File: src/rtl/cla_sub_32bit_pipe.sv
// 32-bit subtractor (a - b - borrow_in) built from two 16-bit carry-lookahead halves,
// split across a two-stage valid/ready pipeline with full backpressure.
module cla_sub_32bit_pipe (
    input  logic        clk,
    input  logic        rst,
    input  logic        in_valid,
    output logic        in_ready,
    input  logic [31:0] a,
    input  logic [31:0] b,
    input  logic        borrow_in,
    output logic        out_valid,
    input  logic        out_ready,
    output logic [31:0] diff,
    output logic        borrow_out,
    output logic        overflow,
    output logic        zero
);
    localparam int DATA_W = 32;
    localparam int HALF_W = DATA_W / 2;

    // 16-bit adder: four 4-bit lookahead groups, groups chained by group generate/propagate.
    // Returns {carry_out, sum}.
    function automatic logic [HALF_W:0] cla16(input logic [HALF_W-1:0] x,
                                              input logic [HALF_W-1:0] y,
                                              input logic              cin);
        logic [HALF_W-1:0] g;
        logic [HALF_W-1:0] p;
        logic [HALF_W-1:0] c;
        logic [3:0]        gg;
        logic [3:0]        gp;
        logic [4:0]        gc;
        g     = x & y;
        p     = x ^ y;
        gc[0] = cin;
        for (int k = 0; k < 4; k++) begin
            gg[k] = g[4*k+3]
                  | (p[4*k+3] & g[4*k+2])
                  | (p[4*k+3] & p[4*k+2] & g[4*k+1])
                  | (p[4*k+3] & p[4*k+2] & p[4*k+1] & g[4*k]);
            gp[k] = &p[4*k +: 4];
            gc[k+1] = gg[k] | (gp[k] & gc[k]);
        end
        for (int k = 0; k < 4; k++) begin
            c[4*k] = gc[k];
            for (int i = 1; i < 4; i++) begin
                c[4*k+i] = g[4*k+i-1] | (p[4*k+i-1] & c[4*k+i-1]);
            end
        end
        return {gc[4], p ^ c};
    endfunction

    logic              vld_p1;
    logic              vld_p2;
    logic              adv_p1;
    logic              adv_p2;
    logic [HALF_W-1:0] dlo_p1;
    logic [HALF_W-1:0] ahi_p1;
    logic [HALF_W-1:0] nbhi_p1;
    logic              c16_p1;
    logic [HALF_W:0]   lo_sum;
    logic [HALF_W:0]   hi_sum;
    logic [DATA_W-1:0] diff_nx;
    logic              ovf_nx;
    logic [DATA_W-1:0] diff_p2;
    logic              bout_p2;
    logic              ovf_p2;
    logic              zero_p2;

    assign adv_p2   = !vld_p2 || out_ready;
    assign adv_p1   = !vld_p1 || adv_p2;
    assign in_ready = adv_p1;

    // Stage 1: low half, subtraction as a + ~b + ~borrow_in
    assign lo_sum = cla16(a[HALF_W-1:0], ~b[HALF_W-1:0], ~borrow_in);

    always_ff @(posedge clk or posedge rst) begin
        if (rst) begin
            vld_p1 <= 1'b0;
        end else if (adv_p1) begin
            vld_p1 <= in_valid;
        end
    end

    always_ff @(posedge clk) begin
        if (adv_p1 && in_valid) begin
            dlo_p1  <= lo_sum[HALF_W-1:0];
            c16_p1  <= lo_sum[HALF_W];
            ahi_p1  <= a[DATA_W-1:HALF_W];
            nbhi_p1 <= ~b[DATA_W-1:HALF_W];
        end
    end

    // Stage 2: high half and flags; sign of b is recovered from the inverted copy
    assign hi_sum  = cla16(ahi_p1, nbhi_p1, c16_p1);
    assign diff_nx = {hi_sum[HALF_W-1:0], dlo_p1};
    assign ovf_nx  = (ahi_p1[HALF_W-1] != ~nbhi_p1[HALF_W-1])
                  && (diff_nx[DATA_W-1] != ahi_p1[HALF_W-1]);

    always_ff @(posedge clk or posedge rst) begin
        if (rst) begin
            vld_p2  <= 1'b0;
            diff_p2 <= '0;
            bout_p2 <= 1'b0;
            ovf_p2  <= 1'b0;
            zero_p2 <= 1'b0;
        end else if (adv_p2) begin
            vld_p2 <= vld_p1;
            if (vld_p1) begin
                diff_p2 <= diff_nx;
                bout_p2 <= ~hi_sum[HALF_W];
                ovf_p2  <= ovf_nx;
                zero_p2 <= (diff_nx == '0);
            end
        end
    end

    assign out_valid  = vld_p2;
    assign diff       = diff_p2;
    assign borrow_out = bout_p2;
    assign overflow   = ovf_p2;
    assign zero       = zero_p2;
endmodule

File: config.mk
export PLATFORM = sky130hd
export DESIGN_NAME = cla_sub_32bit_pipe
export DESIGN_NICKNAME = d
export VERILOG_FILES = /design/src/rtl/cla_sub_32bit_pipe.sv
export SDC_FILE = /design/constraint.sdc
export NUM_CORES = 1
export LEC_CHECK = 0
export CAP_MARGIN = 10
export CORE_MARGIN = 5
export CORE_UTILIZATION = 43
export DETAILED_ROUTE_END_ITERATION = 8
export DONT_BUFFER_PORTS = 1
export GPL_ROUTABILITY_DRIVEN = 1
export MAX_ROUTING_LAYER = met4
export SKIP_CTS_REPAIR_TIMING = 1
export SLEW_MARGIN = 20
export SYNTH_ARGS = -nofsm -noshare
export SYNTH_HDL_FRONTEND = slang
export SYNTH_SLANG_ARGS = --single-unit
File: constraint.sdc
create_clock -name clk -period 4.4 [get_ports clk]
set_input_delay 0.22 -clock clk [delete_from_list [all_inputs] [get_ports clk]]
set_output_delay 0.22 -clock clk [all_outputs]
set_load 0.005 [all_outputs]
==> qor.yml <==
logic_synthesis:
  ys_types: 38
  yosysWarnings: 0
  ys.flop_type: "edfxtp_1"
  synth.cell_area_um2: 4450
  synth-seq-cells: 86
  synth-edff-count: 49
  synth.avg_cell_area_um2: 13.0
  synthCells: 343
  syn_nets: 468
  synthArstFlopShare_pct: 43.0
  ys_seq_area_share_pct: 53.9
routing:
  vias: 2542
  routed_wl_um: 8780
  wl_per_cell_um: 16.9
  drtIter0Drc: 102
  vias_per_cell: 4.89
  route.detailed.drc: 0
  drtAntennaViolNets: 0
  firstDrtPassIters: 4
place:
  io_buffers: 0
  dp_hpwl_um: 6840
  post-place-ws_ns: 0.538
  gp_congestion: 0.805
floorplanning:
  die_y_um: 112
  fp-row-count: 37
  dieArea_um2: 12500
  core-area_um2: 10200
  ios: 106
  start_util_pct: 43.5
  die_w_um: 112
sta:
  finalMaxSlewViolations: 0
  max_slew_margin_pct: 36.4
  rsz0062_at_grt: "false"
  fmax_ghz: 0.264
  fin_tns_setup_ns: 0
  hold-worst-slack_ns: 0.0141
  fin_ws_ns: 0.610
  fin_skew_ns: 0.0130
  setup-violations-final: 0
  min_period_ns: 3.79
  hold_violations: 0
  tightest_slew_ns: 0.951
  fin_crit_sh_pct: 86.1
critical_path:
  ff2ff_path_depth: 11
  crit_family: "adder cells"
  cp_slowest_cell: "edfxtp_1"
  r2r-end: "zero"
  cp-start-kind: "flop"
  r2r_start: "ahi_p1[4]"
  reg2reg_slack_ns: 0.61
  crit_required_ns: 4.63
  critical_path_buf_inv_count: 0
  cp_data_arrival_time_ns: 4.02
  cpPeakStageDelay_ns: 0.43
  cp_max_fo: 2
  cpMostUsedCell: "fa_1"
  endpoint_kind: "flop"
  crit_type: "flop to flop"
  crit_chain: "ha_1, a21o_1, a221oi_2, o21ai_2, a221o_1, fa_1, fa_1, fa_1, xnor2_1, nand4_1, o41ai_1"
worst_hold_path:
  worstHoldStart: "b[31]"
  holdPathStages: 1
  hold_path.class: "primary input to flop"
  min_to: "nbhi_p1[15]"
clock_tree:
  clock-root-buffer: "clkbuf_8"
  h-tree-depth: 3
  clk_latency_ns: 0.35
  clock-sinks: 86
  clk_pin_slew_ns: 0.08
  cts_tree: "done"
  cts_buffers: 9
  clock_path_buffers: 2
global_routing:
  antenna_found_initial: 0
  grt_pass1_wl_um: 13900
  track_usage_pct: 14.6
  grt_overflow: 0
  first_global_vias: 2750
  grt_max_degree: 50
run:
  timing.max_cap.violations: 0
power_and_ir_drop:
  cellPowerDensity_nw_per_um2: 399
  power.leakage_nw: 2.30
  peakVddDrop_uv: 153
outcome:
  outcome: "finished, final reports clean"
cells_and_area:
  diodes: 0
  area_growth_pct: 15.0
  layout-drive-gt1-share_pct: 11.5
  final_nets: 504
  layout_common_cells: "71 x inv_1, 49 x edfxtp_1, 37 x dfrtp_1"
  final_common_cell: "inv_1"
cell families (layout without fill, tap and decap cells):
| kind of cell | after synthesis | in the layout | share of synthesized area (%) |
|---|---|---|---|
| adder cells (fa/ha/maj) | 56 | 56 | 19.8 |
| multiplexers | 24 | 24 | 6.07 |
| AO/OA/AOI/OAI | 41 | 41 | 6.24 |
| flip-flops | 86 | 86 | 53.9 |
| buffers and inverters | 76 | 117 | 6.49 |
| XOR/XNOR | 9 | 9 | 1.77 |
| AND/OR/NAND/NOR | 51 | 51 | 5.76 |
worst max-delay path by stage:
stage | start | to | slack, ns | depth (start not counted)
after floorplan | ahi_p1[4] | zero | 0.92 | 11
after global placement | ahi_p1[4] | zero | 0.76 | 11
after detailed placement | ahi_p1[5] | zero | 0.54 | 11
after CTS | ahi_p1[5] | zero | 0.56 | 11
after global routing | ahi_p1[5] | zero | 0.41 | 11
final | ahi_p1[4] | zero | 0.61 | 11
power by group:
| group | internal, mW | switching, mW | total [mW] | leakage [nW] |
|---|---|---|---|---|
| Sequential | 0.994 | 0.102 | 1.10 | 0.910 |
| Clock | 0.332 | 0.275 | 0.607 | 0.111 |
| Combinational | 0.169 | 0.171 | 0.340 | 1.27 |
| Total | 1.50 | 0.547 | 2.04 | 2.30 |
cells in the mapped netlist (all sizes together) (2+ instances only):
cell type / count / area share, %
xor2: 3 / 0.59
clkbuf: 2 / 0.17
o21ai: 12 / 1.4
nand2b: 5 / 0.70
xnor2: 6 / 1.2
buf: 3 / 0.34
fa: 24 / 11
o31ai: 2 / 0.34
inv: 71 / 6.0
nor2: 7 / 0.59
dfrtp: 37 / 21
nand3: 3 / 0.34
nor4: 5 / 0.70
ha: 32 / 9.0
nand2: 16 / 1.3
a21o: 8 / 1.3
mux2: 24 / 6.1
edfxtp: 49 / 33
nand4: 5 / 0.70
a21oi: 10 / 1.2
nor3: 4 / 0.45
sequential cells by signal, indices dropped and copies added, names as in the netlist:
signal / count
diff: 32
ahi_p1: 16
dlo_p1: 16
nbhi_p1: 16
borrow_out: 1
c16_p1: 1
out_valid: 1
overflow: 1
vld_p1: 1
zero: 1
per-layer routing:
metal,vias up,part of all wire [%],track usage [%]
li1,1229,-,-
met1,1242,40,16.8
met2,63,53,24.8
met3,8,6.3,4.02
met4,0,1.3,5.11
met5,-,0,-
worst register-to-register path: stages (launching register included):
cell and delay, ns:
edfxtp_1 0.43, ha_1 0.34, a21o_1 0.18, a221oi_2 0.29
o21ai_2 0.13, a221o_1 0.38, fa_1 0.40, fa_1 0.39
fa_1 0.43, xnor2_1 0.23, nand4_1 0.13, o41ai_1 0.35
area by class of cell:
class | count | area [um2]
Multi-Input combinational cell | 181 | 1770
Fill cell | 889 | 5110
Timing Repair Buffer | 30 | 298
Inverter | 71 | 267
Clock buffer | 11 | 141
Clock inverter | 5 | 73.8
Tap cell | 136 | 170
Sequential cell | 86 | 2400
stage by stage:
stage / instances / util, % / instance area (um2) / total power [mW]
floorplan: 343 / - / 4450 / 1.33
global placement: 475 / 45.1 / 4610 / 1.43
detailed placement: 475 / 45.1 / 4610 / 1.45
CTS: 491 / 47.2 / 4820 / 2.06
global route: 520 / 50.0 / 5120 / 2.16
finish: 520 / 50.0 / 5120 / 2.04
Note: power is estimated with default switching activity, not from simulation.
